File: src/rtl/axi_init_pkg.sv
// Shared AXI encodings and FSM state type for the RAM init writer.
package axi_init_pkg;
   localparam logic [2:0] AXI_SIZE_8B    = 3'd3;
   localparam logic [1:0] AXI_BURST_INCR = 2'b01;
   localparam logic [1:0] AXI_RESP_OKAY  = 2'b00;

   typedef enum logic [2:0] {
      S_IDLE,
      S_FILL,
      S_ADDR,
      S_DATA,
      S_RESP,
      S_DONE
   } state_t;
endpackage

File: src/rtl/sync_fifo_64.sv
// Small first-word-fall-through FIFO for 64-bit stream words.
module sync_fifo_64 #(
   parameter int DEPTH = 16,
   localparam int CW = $clog2(DEPTH + 1)
) (
   input  logic          clk,
   input  logic          rstn,
   input  logic          clr,
   input  logic          push,
   input  logic [63:0]   wdata,
   input  logic          pop,
   output logic [63:0]   rdata,
   output logic [CW-1:0] count
);
   localparam int PW = (DEPTH > 1) ? $clog2(DEPTH) : 1;

   logic [63:0]   mem [DEPTH];
   logic [PW-1:0] wptr;
   logic [PW-1:0] rptr;

   function automatic logic [PW-1:0] nxt(input logic [PW-1:0] p);
      return (32'(p) == DEPTH - 1) ? '0 : p + 1'b1;
   endfunction

   always_ff @(posedge clk) begin
      if (push) mem[wptr] <= wdata;
   end

   always_ff @(posedge clk or negedge rstn) begin
      if (!rstn) begin
         wptr  <= '0;
         rptr  <= '0;
         count <= '0;
      end else if (clr) begin
         wptr  <= '0;
         rptr  <= '0;
         count <= '0;
      end else begin
         if (push) wptr <= nxt(wptr);
         if (pop) rptr <= nxt(rptr);
         if (push && !pop) count <= count + 1'b1;
         else if (pop && !push) count <= count - 1'b1;
      end
   end

   assign rdata = mem[rptr];
endmodule

File: src/rtl/axi_ram_init_writer.sv
// AXI4 write-only boot initiator: packs a 64-bit word stream into INCR
// bursts, writes them to on-chip RAM and reports done/error to the core.
module axi_ram_init_writer
   import axi_init_pkg::*;
#(
   parameter int ID_WIDTH   = 6,
   parameter int ADDR_WIDTH = 32,
   parameter logic [ADDR_WIDTH-1:0] BASE_ADDR = '0,
   parameter int NUM_WORDS  = 8192,
   parameter int BURST_LEN  = 16
) (
   input  logic                  clk,
   input  logic                  rstn,
   input  logic                  i_start,
   input  logic [63:0]           i_data,
   input  logic                  i_data_valid,
   output logic                  o_data_ready,
   output logic [ID_WIDTH-1:0]   o_awid,
   output logic [ADDR_WIDTH-1:0] o_awaddr,
   output logic [7:0]            o_awlen,
   output logic [2:0]            o_awsize,
   output logic [1:0]            o_awburst,
   output logic                  o_awvalid,
   input  logic                  i_awready,
   output logic [63:0]           o_wdata,
   output logic [7:0]            o_wstrb,
   output logic                  o_wlast,
   output logic                  o_wvalid,
   input  logic                  i_wready,
   input  logic [ID_WIDTH-1:0]   i_bid,
   input  logic [1:0]            i_bresp,
   input  logic                  i_bvalid,
   output logic                  o_bready,
   output logic                  o_busy,
   output logic                  o_init_done,
   output logic                  o_init_error
);
   localparam int RW = $clog2(NUM_WORDS + 1);
   localparam int CW = $clog2(BURST_LEN + 1);

   state_t                state;
   logic [RW-1:0]         rem;
   logic [RW-1:0]         rem_in;
   logic [ADDR_WIDTH-1:0] addr;
   logic [8:0]            blen_c;
   logic [8:0]            blen_r;
   logic [8:0]            beat;
   logic [CW-1:0]         fifo_count;
   logic                  fifo_full;
   logic                  filling;
   logic                  push;
   logic                  pop;
   logic                  clr;
   logic                  unused_bid;

   assign filling      = state inside {S_FILL, S_ADDR, S_DATA, S_RESP};
   assign fifo_full    = 32'(fifo_count) >= BURST_LEN;
   assign o_data_ready = filling && (rem_in != '0) && !fifo_full;
   assign push         = i_data_valid && o_data_ready;
   assign pop          = o_wvalid && i_wready;
   assign clr          = i_start && (state == S_IDLE || state == S_DONE);

   assign o_awid     = '0;
   assign o_awsize   = AXI_SIZE_8B;
   assign o_awburst  = AXI_BURST_INCR;
   assign o_wstrb    = 8'hFF;
   assign unused_bid = ^i_bid;

   // Final burst shrinks to whatever is still owed.
   always_comb begin
      blen_c = 9'(BURST_LEN);
      if (32'(rem) < BURST_LEN) blen_c = 9'(rem);
   end

   sync_fifo_64 #(.DEPTH(BURST_LEN)) u_fifo (
      .clk   (clk),
      .rstn  (rstn),
      .clr   (clr),
      .push  (push),
      .wdata (i_data),
      .pop   (pop),
      .rdata (o_wdata),
      .count (fifo_count)
   );

   always_ff @(posedge clk or negedge rstn) begin
      if (!rstn) begin
         state        <= S_IDLE;
         rem          <= '0;
         rem_in       <= '0;
         addr         <= BASE_ADDR;
         blen_r       <= '0;
         beat         <= '0;
         o_awaddr     <= BASE_ADDR;
         o_awlen      <= '0;
         o_awvalid    <= 1'b0;
         o_wvalid     <= 1'b0;
         o_wlast      <= 1'b0;
         o_bready     <= 1'b0;
         o_busy       <= 1'b0;
         o_init_done  <= 1'b0;
         o_init_error <= 1'b0;
      end else begin
         if (push) rem_in <= rem_in - 1'b1;
         unique case (state)
            S_IDLE, S_DONE: begin
               if (i_start) begin
                  rem          <= RW'(NUM_WORDS);
                  rem_in       <= RW'(NUM_WORDS);
                  addr         <= BASE_ADDR;
                  o_init_done  <= 1'b0;
                  o_init_error <= 1'b0;
                  o_busy       <= 1'b1;
                  state        <= S_FILL;
               end
            end
            S_FILL: begin
               if (9'(fifo_count) >= blen_c) begin
                  o_awaddr  <= addr;
                  o_awlen   <= 8'(blen_c - 9'd1);
                  o_awvalid <= 1'b1;
                  blen_r    <= blen_c;
                  state     <= S_ADDR;
               end
            end
            S_ADDR: begin
               if (i_awready) begin
                  o_awvalid <= 1'b0;
                  o_wvalid  <= 1'b1;
                  o_wlast   <= (blen_r == 9'd1);
                  beat      <= '0;
                  state     <= S_DATA;
               end
            end
            S_DATA: begin
               if (i_wready) begin
                  if (o_wlast) begin
                     o_wvalid <= 1'b0;
                     o_wlast  <= 1'b0;
                     o_bready <= 1'b1;
                     state    <= S_RESP;
                  end else begin
                     beat    <= beat + 9'd1;
                     o_wlast <= (beat + 9'd2 == blen_r);
                  end
               end
            end
            S_RESP: begin
               if (i_bvalid) begin
                  o_bready <= 1'b0;
                  if (i_bresp != AXI_RESP_OKAY) begin
                     o_init_error <= 1'b1;
                     o_init_done  <= 1'b1;
                     o_busy       <= 1'b0;
                     state        <= S_DONE;
                  end else begin
                     addr <= addr + (ADDR_WIDTH'(blen_r) << 3);
                     rem  <= rem - RW'(blen_r);
                     if (32'(rem) == 32'(blen_r)) begin
                        o_init_done <= 1'b1;
                        o_busy      <= 1'b0;
                        state       <= S_DONE;
                     end else begin
                        state <= S_FILL;
                     end
                  end
               end
            end
            default: state <= S_IDLE;
         endcase
      end
   end
endmodule

File: config.mk
export PLATFORM = sky130hd
export DESIGN_NAME = axi_ram_init_writer
export DESIGN_NICKNAME = d
export VERILOG_FILES = /design/src/rtl/axi_init_pkg.sv /design/src/rtl/sync_fifo_64.sv /design/src/rtl/axi_ram_init_writer.sv
export SDC_FILE = /design/constraint.sdc
export NUM_CORES = 1
export LEC_CHECK = 0
export CAP_MARGIN = 20
export CORE_MARGIN = 2
export CORE_UTILIZATION = 35
export DETAILED_ROUTE_END_ITERATION = 12
export PLACE_DENSITY = 0.56
export SKIP_LAST_GASP = 1
export SLEW_MARGIN = 0
export SYNTH_ARGS = -nofsm -noshare
export SYNTH_HDL_FRONTEND = slang
export SYNTH_HIERARCHICAL = 1
export SYNTH_SLANG_ARGS = --single-unit
File: constraint.sdc
create_clock -name clk -period 10 [get_ports clk]
set_clock_uncertainty 0.15 [all_clocks]
set_input_delay 2 -clock clk [delete_from_list [all_inputs] [get_ports clk]]
set_output_delay 2 -clock clk [all_outputs]
set_load 0.005 [all_outputs]
### Word level (Yosys, flattened, before mapping)

Memories as Yosys holds them, arrays and structs flattened.
Index checks and enable logic that the tools add are counted.

| word-level totals | value |
|---|---|
| bits in writable memories | 1,024 |
| memories | 1 |
| register bits | 141 |
| input bits | 79 |

| operators by class | value |
|---|---|
| eq/ne operators | 20 |
| reductions and logical operators | 33 |
| muxes and demuxes | 64 |
| $lt $le $gt $ge | 3 |
| add/subtract/negate cells | 10 |

Memories:

| name | depth | bits a word | read ports | clocked after memory_dff | wr ports | RTL line | source |
|---|---|---|---|---|---|---|---|
| u_fifo.mem | 16 | 64 | 1 | 0 | 1 | sync_fifo_64.sv:17 | `logic [63:0] mem [DEPTH];` |

Operator list:

| kind | number |
|---|---|
| $mux 32 | 3 |
| $mux 14 | 6 |
| $pmux 32 s2 | 1 |
| $mux 9 | 4 |
| $add 32x12->32 | 1 |
| $pmux 14 s2 | 1 |
| $mux 3 | 8 |
| $mux 4 | 6 |
| $reduce_and 4->1 | 6 |
| $mux 1 | 23 |
| $pmux 9 s2 | 1 |
| $mux 5 | 3 |
| $pmux 3 s5 | 1 |
| $eq 14x9->1 | 1 |
| $lt 14x5->1 const B | 1 |
| $ne 2x2->1 const B | 7 |
| $pmux 1 s2 | 7 |
| $reduce_bool 14->1 | 1 |
| $reduce_bool 2->1 | 7 |
| $sub 14x1->14 const B | 1 |
| $sub 14x9->14 | 1 |
| $add 9x1->9 const B | 1 |
| $add 9x2->9 const B | 1 |
| $eq 9x1->1 const B | 1 |
| other kinds (23) | 37 |

### Depth between registers and ports, before layout

Gate-level depths: netlist of the first run.

| depth | value |
|---|---|
| word-level depth | 10 |
| gate-level depth with buffers | 14 |

### Hierarchy

Netlist of the first run, hierarchy kept.

Modules (own cells, without submodules):

| module | times used | cells an instance | sequential area each (sq um) | area each (sq um) |
|---|---|---|---|---|
| sync_fifo_64 | 1 | 1,944 | 31,074.8 | 40,258.6 |
| axi_ram_init_writer | 1 | 658 | 3,052.9 | 6,532.5 |

### Least setup slack after synthesis of the first run

OpenSTA, ideal clock, no wires.

| timing | value |
|---|---|
| path type | input to register |
| from | input i_data_valid |
| to | memory u_fifo.mem[3][0], enable pin |
| data required time | 9,286 ps |
| arrival | 7,306 ps |
| path slack | 1,980 ps |
| buffers on the path | 1 |
| stages on the path | 4 |
| path through | nor3b_2 -> clkbuf_1 -> nand2_1 -> nor3_1 |

| on the way | value |
|---|---|
| word-level cells in the longest chain between the ends | 3 |

RTL lines:

| element | RTL line | source |
|---|---|---|
| start: declaration | axi_ram_init_writer.sv:16 | `input logic i_data_valid,` |
| $logic_and 1x1->1 | axi_ram_init_writer.sv:59 | `assign push = i_data_valid && o_data_ready;` |
| $mux 1 | sync_fifo_64.sv:26 | `if (push) mem[wptr] <= wdata;` |
| $mux 1 (not written as such) | sync_fifo_64.sv:26 |  |
| end: declaration | sync_fifo_64.sv:17 |  |

Every way passes these cells.

### Worst setup path in the final report of the first run

| timing | value |
|---|---|
| from | register u_fifo.rptr[1] |
| to | output o_wdata[2] |

| on the way | value |
|---|---|
| word-level cells in the longest chain between the ends | 1 |

RTL lines:

| element | RTL line | source |
|---|---|---|
| start: declaration | sync_fifo_64.sv:19 | `logic [PW-1:0] rptr;` |
| start signal: assignment | sync_fifo_64.sv:40 | `if (pop) rptr <= nxt(rptr);` |
| $mem_v2 16x64 | -- |  |
| end: declaration | axi_ram_init_writer.sv:25 | `output logic [63:0] o_wdata,` |

Every way passes these cells.

==> results of run 1 <==
## sequential cells by signal (all words and copies together) (netlist names), 3 cells and up
signal,cells
blen_r,9
rem_in,14
rem,14
u_fifo/wptr,4
addr,29
state,3
u_fifo/mem,1024
o_awlen,8
beat,9
o_awaddr,29
u_fifo/rptr,4
u_fifo/count,5
## logic make-up (layout without fill, tap and decap cells)
| kind of cell | after synthesis | count (layout) |
|---|---|---|
| other | 2 | 24 |
| AO/OA/AOI/OAI | 413 | 413 |
| multiplexers | 416 | 416 |
| AND/OR/NAND/NOR | 325 | 325 |
| buffers and inverters | 186 | 486 |
| adder cells (fa/ha/maj) | 39 | 39 |
| XOR/XNOR | 62 | 62 |
| flip-flops | 1159 | 1159 |
## critical path: stages (launching register included)
cell             delay (ns)
dfrtp_4                0.80
buf_4                  0.68
and2_4                 0.83
buf_12                 0.43
a221oi_1               0.24
a22oi_1                0.20
nand2_1                0.21
clkdlybuf4s50_1        0.52
## worst min path at each step
stage / to / depth (start not counted) / slack (ns) / from
final: o_awlen[7] / 1 / 0.34 / o_awlen[7]
after floorplan: o_busy / 2 / 0.32 / o_busy
after CTS: o_awaddr[27] / 2 / 0.35 / o_awaddr[27]
after global routing: o_awaddr[18] / 1 / 0.38 / o_awaddr[18]
after detailed placement: o_awlen[1] / 2 / 0.33 / o_awlen[1]
after global placement: o_awlen[5] / 1 / 0.32 / o_awlen[5]
## routing by layer
metal  part of all wire, %  GRT usage (%)  vias up
li1                      -              -    10918
met1                    41           20.9    12927
met2                    50           27.3      684
met3                   6.4           3.83      220
met4                   2.6           4.53       28
met5                  0.16              0        -
## area by class of cell
class	instances	area share (%)
Multi-Input combinational cell	1277	21.6
Clock buffer	151	5.88
Timing Repair Buffer	235	4.18
Clock inverter	67	1.31
Antenna cell	2	0.00919
Inverter	33	0.230
Tap cell	1768	4.06
Sequential cell	1159	62.7
## where the power goes
| part | total, mW | leakage (nW) | switching, mW | internal [mW] |
|---|---|---|---|---|
| Combinational | 4.38 | 5.55 | 2.39 | 1.99 |
| Sequential | 5.98 | 11.0 | 0.314 | 5.66 |
| Clock | 4.39 | 1.89 | 1.86 | 2.53 |
## metrics by stage
step           setup slack (ns)  hold WS (ns)
3_5_place_dp               3.64         0.332
3_3_place_gp               3.63         0.320
2_1_floorplan              1.98         0.319
5_1_grt                    2.77         0.376
6_report                   2.99         0.337
4_1_cts                    2.84         0.346
## cell usage in the layout, fill, tap and decap left out, drive strengths merged, types with 11 or more instances in the layout
| master | n |
|---|---|
| nor3 | 19 |
| nand4 | 14 |
| ha | 36 |
| buf | 55 |
| mux4 | 128 |
| a221oi | 129 |
| or3 | 21 |
| mux2i | 260 |
| nand2b | 12 |
| a22oi | 64 |
| inv | 38 |
| xor2 | 26 |
| and3 | 11 |
| nand3 | 19 |
| a21oi | 49 |
| mux2 | 28 |
| nand2 | 130 |
| conb | 22 |
| clkdlybuf4s50 | 180 |
| dfrtp | 135 |
| clkbuf | 151 |
| xnor2 | 36 |
| clkinv | 46 |
| o21ai | 127 |
| edfxtp | 1024 |
| nor2 | 61 |
==> impl_metrics.tcl, run 1 <==
set metrics [dict create \
    worst_skew_pair.late_latency_ns 0.72 \
    report.final.hold_viol_count 0 \
    numCtsBuffers 120 \
    synth_top_family_by_area "multiplexers" \
    finalInstanceArea_um2 54500 \
    min_period_ns 7.01 \
    fmax_mhz 143 \
    start_util_pct 35.1 \
    ys_async_sr_fraction_pct 11.6 \
    vias_per_cell 5.28 \
    synth_area_leaders "edfxtp_1 (66%), dfrtp_1 (7.2%), mux4_2 (6.2%)" \
    r2r_start "rem[10]" \
    ff2ff_path_depth 12 \
    ant_nets 0 \
    slew_headroom_pct 25.5 \
    status "finished clean" \
    power_mw 14.7 \
    ys_ff_latch 1159 \
    first_global_vias 25373 \
    synth_edf_count 1024 \
    ys_top_cells_by_count "edfxtp_1 (1,024), mux2i_1 (260), dfrtp_1 (135)" \
    holdBufCountCts 0 \
    yosysSeqAreaShare_pct 72.9 \
    yosysTopAreaCellShare_pct 65.7 \
    utilization_pct 40.9 \
    path_max_fanout 80 \
    critPathArrivalTime_ns 4.86 \
    worstMarginPinSlew_ns 1.12 \
    fp.dieW_um 370 \
    post-route-period-util_pct 70.1 \
    maxCapViolCount 0 \
    synthXorXnorAreaFrac_pct 1.16 \
    dpl_cell_area_um2 50500 \
    cts_buffer_depth 3 \
    cp.required_ns 7.85 \
    cts.sinks 1159 \
    reg2reg_slack_ns 4.98 \
    drt_wl_total_mm 112 \
    grt_max_degree 106 \
    ff_latch_area_um2 34100 \
    fin_nets 2944 \
    post_cts_buffers 0 \
    synth-simple-area-share_pct 3.37 \
    drt_iter0_drc 1945 \
    power_density_nw_per_um2 271 \
    final_cells 4692 \
    setup_viol 0 \
    vdd_drop_max_mv 0.188 \
    synth_area_um2 46800 \
    die_h_um 370 \
    core_um2 133000 \
    htree_levels 3 \
    synthAdderAreaFrac_pct 1.09 \
    dp.cells 4471 \
    grtUsageTotal_pct 16.2 \
    dp_hpwl_mm 60.6 \
    synth_compound_area_share_pct 6.73 \
    tns_ns 0 \
    cp-endpoint "o_wdata[2]" \
    routabilityCongestion 0.811 \
    pin_count 210 \
    dr_total_vias 24777 \
    avgSynthCellArea_um2 18.0 \
    cts_tree "built" \
    antenna_found_initial 19 \
    drc_errors 0 \
    gr-total-overflow 0 \
    cp-start-kind "register" \
    ys.flop_type "edfxtp_1" \
    cts_root_buf "clkbuf_16" \
    port_buffers 181 \
    slew_viol_final 0 \
    num_rows 134 \
    crit_path_end_kind "output pin" \
    num-fill-cells 11831 \
    p_leak_nw 18.4 \
    syn_inst 2602 \
    yosys.area.top_type "edfxtp_1" \
    synth_warnings 6 \
    hold_class "reg2reg" \
    crit_type "reg2out" \
    yosysMostFrequentCell "edfxtp_1" \
    post_cts_resized 0 \
    area_growth_pct 16.4 \
    synthDistinctLibCells 67 \
    dieArea_um2 137000 \
    rsz0062_at_grt "no" \
    clk_pin_slew_ns 0.06 \
    synth_mux_area_share_pct 12.4 \
    critPathLaunch "u_fifo/rptr[1]" \
    wl_per_cell_um 23.9 \
    drt_first_pass_iters 5 \
    grt_first_pass_wirelength_mm 165 \
    drive_gt1_share_pct 16.0 \
    multiInputGateArea_um2 11800 \
    r2r-end "o_awlen[7]" \
]
(Power assumes the default switching activity.)
==> inputs of run 2 (changes only) <==
PLACE_DENSITY = 0.58   (was 0.56)
clock period = 6.2 ns   (was 10 ns; I/O delays follow)
==> impl_metrics.tcl, run 2 (synthesis gave the netlist of run 1 again) <==
set metrics [dict create \
    status "finished clean" \
    ant_nets 0 \
    num-fill-cells 11850 \
    core_um2 133000 \
    dieArea_um2 137000 \
    min_to "o_awlen[1]" \
    hold_depth 2 \
    p_leak_nw 18.5 \
    port_buffers 181 \
    htree_levels 3 \
    crit_path_end_kind "output pin" \
    first_global_vias 24298 \
    grt_first_pass_wirelength_mm 165 \
    cts_root_buf "clkbuf_16" \
    worst_skew_pair.late_latency_ns 0.75 \
    dp_hpwl_mm 58.3 \
    setup_viol 0 \
    finalInstanceArea_um2 54700 \
    grt_max_degree 101 \
    crit_type "reg2out" \
    slew_headroom_pct 34.0 \
    die_h_um 370 \
    pin_count 210 \
    hold_class "reg2reg" \
    slew_viol_final 0 \
    top_register "u_fifo/mem" \
    drt_first_pass_iters 5 \
    drt_wl_total_mm 114 \
    tns_ns 0 \
    gr-total-overflow 0 \
    fin_nets 2951 \
    area_growth_pct 17.0 \
    final_common_cell "edfxtp_1" \
    path_max_fanout 38 \
    drt_iter0_drc 1841 \
    fmax_mhz 196 \
    ff2ff_path_depth 11 \
    antenna_found_initial 3 \
    drc_errors 0 \
    holdBufCountCts 0 \
    post_cts_resized 0 \
    vdd_drop_max_mv 0.299 \
    power_density_nw_per_um2 436 \
    grtUsageTotal_pct 16.5 \
    fp.dieW_um 370 \
    cts_buffer_depth 3 \
    reg2reg_slack_ns 1.46 \
    r2r-end "o_awaddr[30]" \
    worstMarginPinSlew_ns 0.989 \
    post_cts_buffers 0 \
    critPathArrivalTime_ns 3.72 \
    min_period_ns 5.11 \
    largest_reg_flops 1024 \
    maxCapViolCount 0 \
    wl_per_cell_um 24.2 \
    rsz0062_at_grt "no" \
    routabilityCongestion 0.779 \
    top_regs "u_fifo/mem x1024, addr x29, o_awaddr x29" \
    cp.required_ns 4.81 \
    mostFrequentLayoutCells "edfxtp_1 (1,024), mux2i_1 (260), clkdlybuf4s50_1 (180), dfrtp_1 (131), nand2_1 (130)" \
    drive_gt1_share_pct 15.8 \
    numCtsBuffers 121 \
    vias_per_cell 5.21 \
    start_util_pct 35.1 \
    dpl_cell_area_um2 50900 \
    num_rows 134 \
    cts_tree "built" \
    r2r_start "rem[10]" \
    cp-start-kind "register" \
    post-route-period-util_pct 82.4 \
    clk_pin_slew_ns 0.06 \
    dr_total_vias 24528 \
    hp-start "o_awlen[1]" \
    report.final.hold_viol_count 0 \
    cts.sinks 1159 \
]
==> run 2: cell types whose count changed in the layout (fill, tap and decap cells not counted), moves of 3 or more <==
cell      delta
nor3_4       +4
nor3_2       -4
buf_12      +21
buf_4       -14
clkbuf_1    +11
inv_6        -3
clkinv_2     -5
clkinv_1     +4
==> run 2: layout make-up <==
type | instances | area, um^2 | area share, %
Sequential cell | 1159 | 34100 | 62.4
Multi-Input combinational cell | 1277 | 11800 | 21.6
Clock buffer | 161 | 3230 | 5.90
Timing Repair Buffer | 241 | 2560 | 4.68
Tap cell | 1768 | 2210 | 4.04
Clock inverter | 63 | 658 | 1.20
Inverter | 33 | 126 | 0.231
Antenna cell | 2 | 5.00 | 0.00914
==> run 2: where the power goes <==
group	leakage (nW)	internal [mW]	switching, mW
combinational	5.63	3.27	3.88
sequential	11.0	9.13	0.490
clock	1.86	4.03	3.06
==> run 2: worst max path at each step <==
stage                   startpoint          endpoint  slack, ns
floorplan             i_data_valid  u_fifo/mem[7][0]       0.66
global placement           rem[10]      o_awaddr[28]       1.49
detailed placement         rem[10]      o_awaddr[24]       1.43
CTS                 u_fifo/rptr[3]       o_wdata[19]       0.93
global route        u_fifo/rptr[3]       o_wdata[19]       0.83
finish              u_fifo/rptr[3]       o_wdata[19]       1.09
==> run 2: worst max-delay path, cell delays in order, from the launching register on <==
cell and delay, ns:
dfrtp_4 0.93, inv_4 0.45, buf_12 0.34, a221oi_1 0.31, o21ai_0 0.12, nand2_1 0.25
clkdlybuf4s50_1 0.57
==> run 2: through the flow <==
stage	utilization (%)	hold WS (ns)	cells	setup WS, ns	total power, mW
2_1_floorplan	-	0.319	2622	0.656	14.2
3_3_place_gp	38.2	0.313	4477	1.49	17.1
3_5_place_dp	38.2	0.319	4478	1.43	17.1
4_1_cts	41.1	0.333	4702	0.931	24.2
5_1_grt	41.1	0.350	4703	0.828	25.0
6_report	41.1	0.324	4704	1.09	23.9
==> run 2: layer usage <==
metal | vias up | part of all wire [%] | track usage (%)
li1 | 10936 | - | -
met3 | 163 | 4.4 | 2.99
met2 | 516 | 49 | 26.9
met1 | 12909 | 45 | 22.6
met4 | 4 | 2.2 | 4.60
met5 | - | 0.015 | 0
==> inputs of run 3 (changes only) <==
PLACE_DENSITY = 0.56   (was 0.58)
clock period = 5 ns   (was 6.2 ns; I/O delays follow)
==> impl_metrics.tcl, run 3 (synthesis gave the netlist of run 1 again) <==
set metrics [dict create \
    status "finished clean" \
    dp_hpwl_mm 57.2 \
    cts_buffer_depth 3 \
    num-fill-cells 11855 \
    ant_nets 0 \
    grt_first_pass_wirelength_mm 164 \
    rsz0062_at_grt "no" \
    pre_cts_slack_ns 0.791 \
    p_comb_share_pct 31.0 \
    mostFrequentLayoutCells "edfxtp_1 (1,024), mux2i_1 (260), clkdlybuf4s50_1 (180), dfrtp_1 (131), nand2_1 (130)" \
    slowest_stage "buf_4" \
    first_global_vias 25297 \
    drt_wl_total_mm 111 \
    holdBufCountCts 0 \
    crit_path_end_kind "output pin" \
    cp.required_ns 3.85 \
    report.final.hold_viol_count 0 \
    worstMarginPinSlew_ns 1.05 \
    top_regs "u_fifo/mem x1024, addr x29, o_awaddr x29" \
    seqPwrFrac_pct 40.5 \
    core_um2 133000 \
    hold_class "in2async" \
    start_util_pct 35.1 \
    wl_per_cell_um 23.6 \
    fin_nets 2944 \
    port_buffers 181 \
    pin_count 210 \
    p_switching_mw 9.10 \
    final_common_cell "edfxtp_1" \
    drc_errors 0 \
    dr_total_vias 24536 \
    slew_viol_final 0 \
    crit_type "reg2out" \
    largest_reg_flops 1024 \
    numCtsBuffers 119 \
    power_density_nw_per_um2 534 \
    crit_path_cell_trace "buf_4 -> buf_4 -> a221oi_1 -> a22oi_1 -> nand2_1 -> clkdlybuf4s50_1" \
    swShare_pct 31.2 \
    die_h_um 370 \
    vdd_drop_max_mv 0.538 \
    final_cells 4692 \
    cts_tree "built" \
    max_stage_delay_ns 0.66 \
    gr-total-overflow 0 \
    cts.sinks 1159 \
    cts_root_buf "clkbuf_16" \
    num_rows 134 \
    p_int_mw 20.1 \
    post-route-period-util_pct 95.0 \
    clockPowerShare_pct 28.5 \
    path_max_fanout 33 \
    vias_per_cell 5.23 \
    p_leak_nw 18.4 \
    grt_max_degree 105 \
    slew_headroom_pct 29.6 \
    top_register "u_fifo/mem" \
    cp-start-kind "register" \
    fmax_mhz 211 \
    maxCapViolCount 0 \
    drt_iter0_drc 1803 \
    worst_skew_pair.late_latency_ns 0.74 \
    crit_top_cell "buf_4" \
    critPathArrivalTime_ns 3.60 \
    fin_ws_ns 0.250 \
    clk_pin_slew_ns 0.06 \
    drt_first_pass_iters 5 \
    fp.dieW_um 370 \
    min_period_ns 4.75 \
    dp.cells 4473 \
    htree_levels 3 \
    antenna_found_initial 13 \
    dieArea_um2 137000 \
    setup_viol 0 \
    drive_gt1_share_pct 15.9 \
    routabilityCongestion 0.787 \
    grtUsageTotal_pct 16.1 \
    antenna_cells 0 \
    area_growth_pct 16.7 \
]
run 3: timing repair:
item	4_1_cts	5_1_grt
endpoints found under the setup margin	0	2
resized for setup	0	1
buffers inserted	0	0
endpoints found under the hold margin	0	0
run 3: stage by stage:
step / setup TNS (ns) / hold WS, ns / area (um^2) / power [mW] / utilization (%)
finish: 0 / 0.225 / 54600 / 29.2 / 41.0
global route: 0 / 0.289 / 54600 / 30.6 / 41.0
CTS: 0 / 0.223 / 54600 / 29.6 / 41.0
detailed placement: 0 / 0.336 / 50900 / 21.2 / 38.2
global placement: 0 / 0.324 / 50900 / 21.1 / 38.2
floorplan: -191.32 / 0.319 / 46900 / 17.6 / -
run 3: critical path: cells and delay by family (launching register included):
kind            cells  cell delay [ns]
simple gates        1             0.08
flops               1             0.64
compound gates      2             0.39
buf+inv             3             1.78
run 3: final timing paths:
path	from	to	slack, ns	depth (start not counted)
max reg2reg	rem[10]	o_awlen[7]	0.82	11
max	u_fifo/rptr[3]	o_wdata[60]	0.25	6
min	rstn	beat[7]	0.22	1
min in group clk	o_awlen[1]	o_awlen[1]	0.34	2
min reg2reg	o_awlen[1]	o_awlen[1]	0.34	2
max in group asynchronous	rstn	blen_r[2]	3.51	2
run 3: routing by layer:
metal	wire, um	vias to the layer above	GRT usage (%)
li1	-	10908	-
met1	47800	12914	20.8
met2	55400	521	27.6
met3	5400	173	3.20
met4	2190	20	4.40
met5	130	-	0
run 3: final cells by class:
class	count	area, um^2	share of cell area (%)
clock buffers	151	3150	5.77
repair buffers	236	2600	4.77
well taps	1768	2210	4.05
inverters	33	126	0.232
multi-input cells	1277	11800	21.6
clock inverters	68	548	1.00
flip-flops and latches	1159	34100	62.5
run 3: power groups by stage:
| stage | combinational (mW) | clock [mW] | sequential (mW) |
|---|---|---|---|
| floorplan | 5.83 | 0 | 11.8 |
| global placement | 9.10 | 0 | 12.0 |
| detailed placement | 9.20 | 0 | 12.0 |
| CTS | 9.25 | 8.55 | 11.8 |
| global route | 9.80 | 8.92 | 11.9 |
| finish | 9.04 | 8.32 | 11.8 |
